$ cat config.mk
export PLATFORM = sky130hd
export DESIGN_NAME = sweep_cfg_sequencer
export DESIGN_NICKNAME = d
export VERILOG_FILES = /design/src/rtl/sweep_cfg_pkg.sv /design/src/rtl/sweep_cfg_sequencer_div.sv /design/src/rtl/sweep_cfg_sequencer.sv
export SDC_FILE = /design/constraint.sdc
export NUM_CORES = 1
export LEC_CHECK = 0
export ABC_AREA = 1
export BUFFER_PORTS_ARGS = -buffer_cell sky130_fd_sc_hd__buf_2
export CORE_ASPECT_RATIO = 0.5
export CORE_MARGIN = 2
export CORE_UTILIZATION = 45
export CTS_BUF_LIST = sky130_fd_sc_hd__clkbuf_4 sky130_fd_sc_hd__clkbuf_8
export DETAILED_ROUTE_END_ITERATION = 8
export PLACE_DENSITY = 0.69
export SLEW_MARGIN = 20
export SYNTH_ARGS = -nofsm -noshare
export SYNTH_HDL_FRONTEND = slang
export SYNTH_SLANG_ARGS = --single-unit
$ cat constraint.sdc
create_clock -name clk -period 4.7 [get_ports clk]
set_clock_uncertainty 0.2 [all_clocks]
set_input_delay 1.175 -clock clk [delete_from_list [all_inputs] [get_ports clk]]
set_output_delay 1.175 -clock clk [all_outputs]
set_load 0.05 [all_outputs]
$ cat src/rtl/sweep_cfg_pkg.sv
// Shared types and constants for the AD9914 sweep configuration sequencer.
package sweep_cfg_pkg;

  typedef enum logic [3:0] {
    S_IDLE,
    S_DIV_FTWL,
    S_DIV_FTWU,
    S_DIV_STEP,
    S_DIV_RATE,
    S_WR_LO,
    S_WR_HI,
    S_WR_PSTEP,
    S_WR_NSTEP,
    S_WR_RATE,
    S_IOUPD,
    S_RANGE_ERR,
    S_DONE
  } seq_state_t;

  localparam logic [7:0] ADDR_DRG_LOWER = 8'h04;
  localparam logic [7:0] ADDR_DRG_UPPER = 8'h05;
  localparam logic [7:0] ADDR_DRG_PSTEP = 8'h06;
  localparam logic [7:0] ADDR_DRG_NSTEP = 8'h07;
  localparam logic [7:0] ADDR_DRG_RATE  = 8'h08;

  localparam logic [15:0] RATE_MAX = 16'hFFFF;
  localparam logic [15:0] RATE_MIN = 16'h0001;

  // A zero rate would stall the ramp, so it is clamped up to one.
  function automatic logic [15:0] saturate_rate(input logic [63:0] q);
    if (q > 64'(RATE_MAX)) begin
      return RATE_MAX;
    end else if (q == 64'd0) begin
      return RATE_MIN;
    end else begin
      return q[15:0];
    end
  endfunction

endpackage

$ cat src/rtl/sweep_cfg_sequencer_div.sv
// seq_divider_64: 64/64 unsigned restoring divider, one quotient bit per clock.
// A zero divisor yields an all-ones quotient.
module seq_divider_64 (
  input  logic        clk,
  input  logic        rst_n,
  input  logic        start,
  input  logic [63:0] dividend,
  input  logic [63:0] divisor,
  output logic        done,
  output logic [63:0] quotient
);

  logic [63:0] quo_q;
  logic [63:0] den_q;
  logic [63:0] rem_q;
  logic [63:0] rem_sub;
  logic [64:0] rem_shift;
  logic        ge;
  logic [5:0]  cnt_q;
  logic        run_q;

  // The true difference always fits in 64 bits when ge is set.
  always_comb begin
    rem_shift = {rem_q, quo_q[63]};
    rem_sub   = rem_shift[63:0] - den_q;
    ge        = rem_shift[64] | (rem_shift[63:0] >= den_q);
  end

  always_ff @(posedge clk or negedge rst_n) begin
    if (!rst_n) begin
      quo_q <= '0;
      den_q <= '0;
      rem_q <= '0;
      cnt_q <= '0;
      run_q <= 1'b0;
      done  <= 1'b0;
    end else begin
      done <= 1'b0;
      if (start) begin
        quo_q <= dividend;
        den_q <= divisor;
        rem_q <= '0;
        cnt_q <= '0;
        run_q <= 1'b1;
      end else if (run_q) begin
        quo_q <= {quo_q[62:0], ge};
        rem_q <= ge ? rem_sub : rem_shift[63:0];
        cnt_q <= cnt_q + 6'd1;
        if (cnt_q == 6'd63) begin
          run_q <= 1'b0;
          done  <= 1'b1;
        end
      end
    end
  end

  assign quotient = quo_q;

endmodule

$ cat src/rtl/sweep_cfg_sequencer.sv
// Computes AD9914 DRG parameters with one shared divider, writes them out, then pulses io_update.
// Optional RANGE_CHECK_EN macro rejects requests with freq_l>=freq_u or 2*freq_u>REF.
module sweep_cfg_sequencer
  import sweep_cfg_pkg::*;
#(
  parameter int unsigned AD9914_REF_FREQ = 3480,
  parameter int unsigned SWEEP_STEP_NUM  = 100,
  parameter int unsigned RATE_DIV        = 24000,
  parameter int unsigned IOUPD_CYCLES    = 4
) (
  input  logic        clk,
  input  logic        rst_n,
  input  logic        cfg_valid,
  output logic        cfg_ready,
  input  logic [31:0] freq_l,
  input  logic [31:0] freq_u,
  input  logic [31:0] sweep_span,
  output logic        wr_req,
  output logic [7:0]  wr_addr,
  output logic [31:0] wr_data,
  input  logic        wr_ack,
  output logic        io_update,
  output logic        busy,
  output logic        done,
  output logic        cfg_err,
  output logic [31:0] ftw_l,
  output logic [31:0] ftw_u,
  output logic [31:0] positive_step,
  output logic [15:0] positive_rate
);

  localparam int CW = $clog2(IOUPD_CYCLES + 1);
  localparam logic [CW-1:0] UPD_LAST = CW'(IOUPD_CYCLES - 1);

  seq_state_t  state_q, state_d;
  logic        ready_q;
  logic [31:0] fl_q, fu_q, span_q;
  logic [CW-1:0] upd_cnt_q;
  logic        div_launched_q;
  logic        div_start;
  logic        div_done;
  logic [63:0] div_dividend;
  logic [63:0] div_divisor;
  logic [63:0] div_quotient;
  logic        accept;

  assign accept = cfg_valid && cfg_ready;

`ifdef RANGE_CHECK_EN
  logic range_bad;
  logic cfg_err_q;
  assign range_bad = (freq_l >= freq_u) || ({freq_u, 1'b0} > 33'(AD9914_REF_FREQ));
  assign cfg_err   = cfg_err_q;
`else
  assign cfg_err = 1'b0;
`endif

  always_ff @(posedge clk or negedge rst_n) begin
    if (!rst_n) begin
      state_q <= S_IDLE;
    end else begin
      state_q <= state_d;
    end
  end

  always_comb begin
    state_d   = state_q;
    div_start = 1'b0;
    wr_req    = 1'b0;
    wr_addr   = '0;
    wr_data   = '0;
    io_update = 1'b0;
    done      = 1'b0;
    unique case (state_q)
      S_IDLE: begin
        if (accept) begin
`ifdef RANGE_CHECK_EN
          state_d = range_bad ? S_RANGE_ERR : S_DIV_FTWL;
`else
          state_d = S_DIV_FTWL;
`endif
        end
      end
      S_DIV_FTWL: begin
        div_start = !div_launched_q;
        if (div_done) state_d = S_DIV_FTWU;
      end
      S_DIV_FTWU: begin
        div_start = !div_launched_q;
        if (div_done) state_d = S_DIV_STEP;
      end
      S_DIV_STEP: begin
        div_start = !div_launched_q;
        if (div_done) state_d = S_DIV_RATE;
      end
      S_DIV_RATE: begin
        div_start = !div_launched_q;
        if (div_done) state_d = S_WR_LO;
      end
      S_WR_LO: begin
        wr_req  = 1'b1;
        wr_addr = ADDR_DRG_LOWER;
        wr_data = ftw_l;
        if (wr_ack) state_d = S_WR_HI;
      end
      S_WR_HI: begin
        wr_req  = 1'b1;
        wr_addr = ADDR_DRG_UPPER;
        wr_data = ftw_u;
        if (wr_ack) state_d = S_WR_PSTEP;
      end
      S_WR_PSTEP: begin
        wr_req  = 1'b1;
        wr_addr = ADDR_DRG_PSTEP;
        wr_data = positive_step;
        if (wr_ack) state_d = S_WR_NSTEP;
      end
      S_WR_NSTEP: begin
        wr_req  = 1'b1;
        wr_addr = ADDR_DRG_NSTEP;
        wr_data = positive_step;
        if (wr_ack) state_d = S_WR_RATE;
      end
      S_WR_RATE: begin
        wr_req  = 1'b1;
        wr_addr = ADDR_DRG_RATE;
        wr_data = {positive_rate, positive_rate};
        if (wr_ack) state_d = S_IOUPD;
      end
      S_IOUPD: begin
        io_update = 1'b1;
        if (upd_cnt_q == UPD_LAST) state_d = S_DONE;
      end
      S_RANGE_ERR: begin
        state_d = S_DONE;
      end
      S_DONE: begin
        done    = 1'b1;
        state_d = S_IDLE;
      end
      default: begin
        state_d = S_IDLE;
      end
    endcase
  end

  assign cfg_ready = ready_q && (state_q == S_IDLE);
  assign busy      = (state_q != S_IDLE) && (state_q != S_DONE);

  // Operands are captured by the divider on div_start, so they only need to be valid then.
  always_comb begin
    div_dividend = '0;
    div_divisor  = '0;
    unique case (state_q)
      S_DIV_FTWL: begin
        div_dividend = {fl_q, 32'h0};
        div_divisor  = 64'(AD9914_REF_FREQ);
      end
      S_DIV_FTWU: begin
        div_dividend = {fu_q, 32'h0};
        div_divisor  = 64'(AD9914_REF_FREQ);
      end
      S_DIV_STEP: begin
        div_dividend = {32'h0, ftw_u - ftw_l};
        div_divisor  = 64'(SWEEP_STEP_NUM);
      end
      S_DIV_RATE: begin
        div_dividend = 64'(span_q) * 64'(AD9914_REF_FREQ);
        div_divisor  = 64'(SWEEP_STEP_NUM) * 64'(RATE_DIV);
      end
      default: begin
        div_dividend = '0;
        div_divisor  = '0;
      end
    endcase
  end

  always_ff @(posedge clk or negedge rst_n) begin
    if (!rst_n) begin
      ready_q        <= 1'b0;
      fl_q           <= '0;
      fu_q           <= '0;
      span_q         <= '0;
      upd_cnt_q      <= '0;
      div_launched_q <= 1'b0;
      ftw_l          <= '0;
      ftw_u          <= '0;
      positive_step  <= '0;
      positive_rate  <= '0;
`ifdef RANGE_CHECK_EN
      cfg_err_q      <= 1'b0;
`endif
    end else begin
      ready_q <= 1'b1;
      if (accept) begin
        fl_q   <= freq_l;
        fu_q   <= freq_u;
        span_q <= sweep_span;
`ifdef RANGE_CHECK_EN
        cfg_err_q <= range_bad;
`endif
      end
      if (div_start) begin
        div_launched_q <= 1'b1;
      end else if (div_done) begin
        div_launched_q <= 1'b0;
      end
      if (div_done) begin
        unique case (state_q)
          S_DIV_FTWL: ftw_l         <= div_quotient[31:0];
          S_DIV_FTWU: ftw_u         <= div_quotient[31:0];
          S_DIV_STEP: positive_step <= div_quotient[31:0];
          S_DIV_RATE: positive_rate <= saturate_rate(div_quotient);
          default: ;
        endcase
      end
      upd_cnt_q <= (state_q == S_IOUPD) ? upd_cnt_q + CW'(1) : '0;
    end
  end

  seq_divider_64 u_div (
    .clk      (clk),
    .rst_n    (rst_n),
    .start    (div_start),
    .dividend (div_dividend),
    .divisor  (div_divisor),
    .done     (div_done),
    .quotient (div_quotient)
  );

endmodule

==> results of run 1 <==
-- worst max-delay path by stage --
stage | start | endpoint | cells past startpoint
after floorplan | span_q[1]$_DFFE_PN0P_ | u_div.quotient[15]$_DFFE_PN0P_ | 21
after global placement | span_q[22]$_DFFE_PN0P_ | u_div.quotient[32]$_DFFE_PN0P_ | 20
after detailed placement | span_q[23]$_DFFE_PN0P_ | u_div.quotient[32]$_DFFE_PN0P_ | 20
after CTS | span_q[23]$_DFFE_PN0P_ | u_div.quotient[32]$_DFFE_PN0P_ | 20
after global routing | span_q[11]$_DFFE_PN0P_ | u_div.quotient[41]$_DFFE_PN0P_ | 19
final | span_q[10]$_DFFE_PN0P_ | u_div.quotient[21]$_DFFE_PN0P_ | 21
-- area by class of cell --
| class | instances | area (um^2) | area share |
|---|---|---|---|
| flip-flops and latches | 357 | 8940 | 0.283 |
| multi-input cells | 2946 | 16300 | 0.516 |
| well taps | 825 | 1030 | 0.0327 |
| clock buffers | 82 | 1040 | 0.0330 |
| inverters | 650 | 2440 | 0.0773 |
| diodes | 1 | 2.50 | 0.0000793 |
| repair buffers | 286 | 1610 | 0.0511 |
| clock inverters | 19 | 211 | 0.00670 |
-- cell usage after synthesis, types with 4 or more instances --
cell type  number
xor2_1         49
nand3_1       231
or2_2           5
nand2_2         5
buf_1           4
inv_1         632
o21ai_0       195
nor3_1         33
nand3b_1       32
clkbuf_1       63
a21oi_1       108
o2111ai_1      32
buf_2          33
nor2_2         12
inv_2          17
ha_1          164
o21ai_1        17
o22ai_1        23
o221ai_1       21
nand2_1      1458
o211ai_1        7
buf_4          13
a22o_1         30
o21bai_1       11
xnor2_1        24
nor2_1        278
nand4_1        72
dfrtp_1       357
and2_1          4
fa_1           86
nor4_1         11
-- cells by family after synthesis --
| group | Yosys count | share of synthesized area |
|---|---|---|
| AO/OA/AOI/OAI | 459 | 0.0973 |
| flip-flops | 357 | 0.319 |
| other | 2 | 0.000268 |
| adder cells (fa/ha/maj) | 250 | 0.135 |
| AND/OR/NAND/NOR | 2158 | 0.319 |
| XOR/XNOR | 73 | 0.0228 |
| buffers and inverters | 766 | 0.107 |
-- metal layers --
| layer | vias up | global-route usage | share of wire | routed length, um |
|---|---|---|---|---|
| met1 | 13029 | 0.405 | 0.45 | 42700 |
| met4 | 0 | 0.0739 | 0.025 | 2370 |
| met5 | - | 0 | 0 | 0 |
| met3 | 140 | 0.0397 | 0.054 | 5050 |
| met2 | 729 | 0.473 | 0.47 | 43800 |
| li1 | 13294 | - | - | - |
-- registers in the layout (all words and copies together) (netlist names), 16 cells and up --
name            cells
u_div.rem_q        64
fl_q               32
positive_step      32
ftw_u              32
ftw_l              32
span_q             32
u_div.quotient     64
positive_rate      16
fu_q               32
-- what timing repair did --
action / in CTS / in global routing
hold buffers: 0 / 0
setup buffers: 0 / 1
resized for setup: 0 / 42
setup endpoints to repair: 0 / 27
-- placed cells by master, fill, tap and decap left out, types with 27 or more instances in the layout --
cell type  count
xor2_1        48
nor3_1        30
a21oi_1       98
a22o_1        30
buf_2        251
nand2_1     1452
nor2_1       270
o2111ai_1     32
clkbuf_8      68
fa_1          86
o21ai_0      194
nand3_1      229
buf_4         27
ha_1         153
dfrtp_1      355
nand4_1       72
nand3b_1      32
inv_1        631
-- metrics by stage --
step | TNS [ps] | cells | cell area, um^2 | hold WS (ps) | util
floorplan | 0 | 4069 | 28000 | 210 | -
global placement | 0 | 5063 | 30100 | 223 | 0.491
detailed placement | 0 | 5063 | 30100 | 231 | 0.491
CTS | 0 | 5164 | 31400 | 240 | 0.512
global route | -49.1 | 5166 | 31600 | 246 | 0.515
finish | 0 | 5166 | 31600 | 237 | 0.515
==> metrics.md, run 1 <==
| Metric | Value |
|---|---|
| Die area | 64,400 um^2 |
| Grt ovf | 0 |
| Tightest Pin Transition | 881 ps |
| Vias in the first global route | 26,031 |
| Clk slew on worst S/H paths | 70 ps |
| # DRC | 0 |
| Vias per Instance | 5.26 |
| Post-route setup slack | 247 ps |
| Die height | 180 um |
| WP data required | 5050 ps |
| Filler Cells Inserted | 6,291 |
| Worst path bufs/invs | 4 |
| Area grow syn2layout | 12.7% |
| R2r setup slk | 250 ps |
| Top post-synthesis cells by area | dfrtp_1, nand2_1, inv_1, ha_1, fa_1 |
| Share of cells above drive strength 1 | 0.112 |
| Mean Syn Cell Area | 6.89 um^2 |
| YS warnings | 0 |
| Top delay family on crit path | adder cells |
| # clock sinks | 357 |
| Crit path max-delay cell type | fa_1 |
| Library cells used by synthesis | 53 |
| First-pass GRT wire length | 147,000 um |
| Initial Util | 0.457 |
| Place WS | 136 ps |
| RSZ-0062 raised after global routing | yes |
| Worst Hold End | upd_cnt_q[0]$_DFF_PN0_ |
| Max transition margin | 0.406 |
| CTS H-tree lvls | 2 |
| Slew Viols, Final | 0 |
| Commonest register cell after synthesis | dfrtp_1 |
| Critical Path, Cell by Cell | ha_1 > xor2_1 > ha_1 > fa_1 > inv_1 > fa_1 > inv_1 > ha_1 > nand2_1 > inv_1 > nand2_1 > nor3_1 > nand2_1 > nand2_1 > nand2_1 > nand3_1 > nand2_1 > inv_1 > nand2_1 > nand2_1 > nand2_1 |
| Cells after Synth | 4,065 |
| Critical path class | reg -> reg |
| RePlAce Congestion | 0.957 |
| CTS tree | built |
| IO Count | 258 |
| Skew-Pair Late Insertion Delay | 660 ps |
| Synth async-reset ratio | 1.00 |
| Core ar. | 61,300 um^2 |
| Routed via count | 27,192 |
| Drt pass-1 iters | 6 |
| R2R Path Start | span_q[10]$_DFFE_PN0P_ |
| Critical Path Start Type | register |
| Reg2reg end | u_div.quotient[21]$_DFFE_PN0P_ |
| CP endpoint kind | register |
| WHS Path Cells | 1 |
| # Max-Cap Violations | 0 |
| Yosys reg bits | 357 |
| Post-layout nets | 4,647 |
| Root buf cell | clkbuf_8 |
| Synth top area share | 0.319 |
| Initial antenna violation count | 1 |
| Final setup fails | 0 |
| Fmax | 0.225 GHz |
| Cell repeated most along the worst path | nand2_1 |
| Remaining antenna violation count | 0 |
| Clock Tree Buf Depth | 3 |
| Post-synth EDFFs | 0 |
| Largest net degree at the start of global routing | 103 |
| Hold crit path type | reg -> reg |
| Hold Fails Final Rpt | 0 |
| Num CTS Buffers | 56 |
| Crit path DAT | 4810 ps |
| Status | complete, no violations |
| Crit-path max cell delay | 540 ps |
| R2R depth | 21 |
| Site row count | 64 |
| Seq/Total Area, Yosys | 0.319 |
| Drt total wl | 93,900 um |
| Die Width | 357 um |
| DRT iter0 DRCs | 2,340 |
| Total Routing Usage GR | 0.290 |
| CP Max Fanout | 5 |
| Routed wire per std cell | 18.2 um |
| Final period utilization | 0.947 |
| Hold path start | upd_cnt_q[0]$_DFF_PN0_ |
| Fin crit period | 4450 ps |
| # port buffers | 252 |
| Yosys top cell by area | dfrtp_1 |
| Synth Cell Area | 28,000 um^2 |
| DP HPWL | 73,200 um |
Power of run 1 is not shown: default switching activity piles up to over one toggle a cycle in this logic, so the estimate is an artifact.
==> inputs of run 2 (changes only) <==
- clock period: 4.7 -> 5.77 ns (I/O delays scaled with it)
==> metrics.md, run 2 (synthesized netlist as in run 1, its figures left out) <==
| Metric | Value |
|---|---|
| Drt total wl | 92,800 um |
| Total Routing Usage GR | 0.287 |
| Hold buffer count at cts | 0 |
| Post CTS Setup Buffer Count | 0 |
| Post-CTS Resized | 0 |
| Grt ovf | 0 |
| R2R Path Start | span_q[1]$_DFFE_PN0P_ |
| Crit-path max cell delay | 540 ps |
| Hold Fails Final Rpt | 0 |
| # port buffers | 252 |
| Post-layout nets | 4,637 |
| Post-layout util | 0.512 |
| Footprint of the multi-input gates | 16,100 um^2 |
| Max transition margin | 0.313 |
| Die Width | 357 um |
| Critical path class | reg -> reg |
| Worst Setup SP | span_q[1]$_DFFE_PN0P_ |
| Commonest cells after routing, fill and taps aside | nand2_1, inv_1, dfrtp_1, nor2_1, buf_2 |
| Root buf cell | clkbuf_8 |
| Seq. cell area | 8930 um^2 |
| Initial Util | 0.457 |
| RSZ-0062 raised after global routing | no |
| Die area | 64,400 um^2 |
| Area grow syn2layout | 12.1% |
| WP data required | 6160 ps |
| Clk slew on worst S/H paths | 70 ps |
| First-pass GRT wire length | 146,000 um |
| Hold path start | upd_cnt_q[0]$_DFF_PN0_ |
| Slew Viols, Final | 0 |
| Remaining antenna violation count | 0 |
| Share of cells above drive strength 1 | 0.101 |
| CP Max Fanout | 5 |
| Post-Place Cells | 5,055 |
| Place WS | 1160 ps |
| Die height | 180 um |
| Vias per Instance | 5.26 |
| # Max-Cap Violations | 0 |
| Critical Path Start Type | register |
| Initial antenna violation count | 2 |
| Num CTS Buffers | 55 |
| Fin crit period | 4680 ps |
| Cell repeated most along the worst path | nand2_1 |
| Fmax | 0.213 GHz |
| Final period utilization | 0.812 |
| RePlAce Congestion | 0.963 |
| Vias in the first global route | 26,180 |
| DP HPWL | 72,600 um |
| CP endpoint kind | register |
| Post-route setup slack | 1090 ps |
| Routed wire per std cell | 18.0 um |
| Clock Tree Buf Depth | 3 |
| Drt pass-1 iters | 6 |
| Filler Cells Inserted | 6,270 |
| Skew-Pair Late Insertion Delay | 690 ps |
| # DRC | 0 |
| Hold crit path type | reg -> reg |
| Critical Path, Cell by Cell | ha_1 > xnor2_1 > inv_1 > ha_1 > or2_2 > fa_1 > inv_1 > fa_1 > inv_1 > ha_1 > nand2_1 > nand2_1 > a21oi_1 > nand3_1 > nand2_1 > nand2_1 > nand2_1 > nand2_1 > nand2_1 > nand3_1 > a21oi_1 |
| Core ar. | 61,300 um^2 |
| Site row count | 64 |
| # clock sinks | 357 |
| Tightest Pin Transition | 1020 ps |
| Largest net degree at the start of global routing | 94 |
| Crit path DAT | 5070 ps |
| CTS H-tree lvls | 2 |
| CTS tree | built |
| Total negative slack | 0 ps |
| Routed via count | 27,114 |
| DRT iter0 DRCs | 2,415 |
| Final setup fails | 0 |
| Commonest non-fill, non-tap cell in the layout | nand2_1 |
| IO Count | 258 |
| Final Non-Filler Cells | 5,159 |
| Crit path max-delay cell type | fa_1 |
| Status | complete, no violations |
==> run 2: worst paths after layout <==
path                                                   to  slack (ps)  cells after the start
max in group asynchronous           span_q[8]$_DFFE_PN0P_        3760                      2
max                        u_div.quotient[40]$_DFFE_PN0P_        1090                     21
min in group asynchronous     u_div.rem_q[50]$_DFFE_PN0P_         470                      1
min                                upd_cnt_q[0]$_DFF_PN0_         250                      1
max reg2reg                u_div.quotient[40]$_DFFE_PN0P_        1090                     21
min reg2reg                        upd_cnt_q[0]$_DFF_PN0_         250                      1
==> run 2: critical path, delay by kind of cell, from the launching register on <==
kind                       cells  cell delay [ps]
and+or+nand+nor               10             1200
xor gates and xnor gates       1              300
buffers and inverters          3              180
DFF                            1              440
AOI/OAI and AO/OA              2              330
adders and majority gates      5             1940
==> run 2: cell type report <==
cell class / count / share of cell area
Antenna cell: 1 / 0.0000797
Clock buffer: 83 / 0.0340
Clock inverter: 20 / 0.0102
Inverter: 650 / 0.0777
Multi-Input combinational cell: 2946 / 0.513
Sequential cell: 357 / 0.284
Tap cell: 825 / 0.0329
Timing Repair Buffer: 277 / 0.0472
==> run 2: routing by layer <==
metal / wire [um] / GRT usage
met3: 5650 / 0.0413
met2: 42400 / 0.467
met4: 2930 / 0.0916
met5: 13 / 0
met1: 41700 / 0.394
==> run 2: metrics by stage <==
stage               instance area [um^2]  hold WS, ps
finish                             31400          254
global route                       31400          270
CTS                                31400          258
detailed placement                 30000          249
global placement                   30000          220
floorplan                          28000          210
Power of run 2 is left out for the same reason.
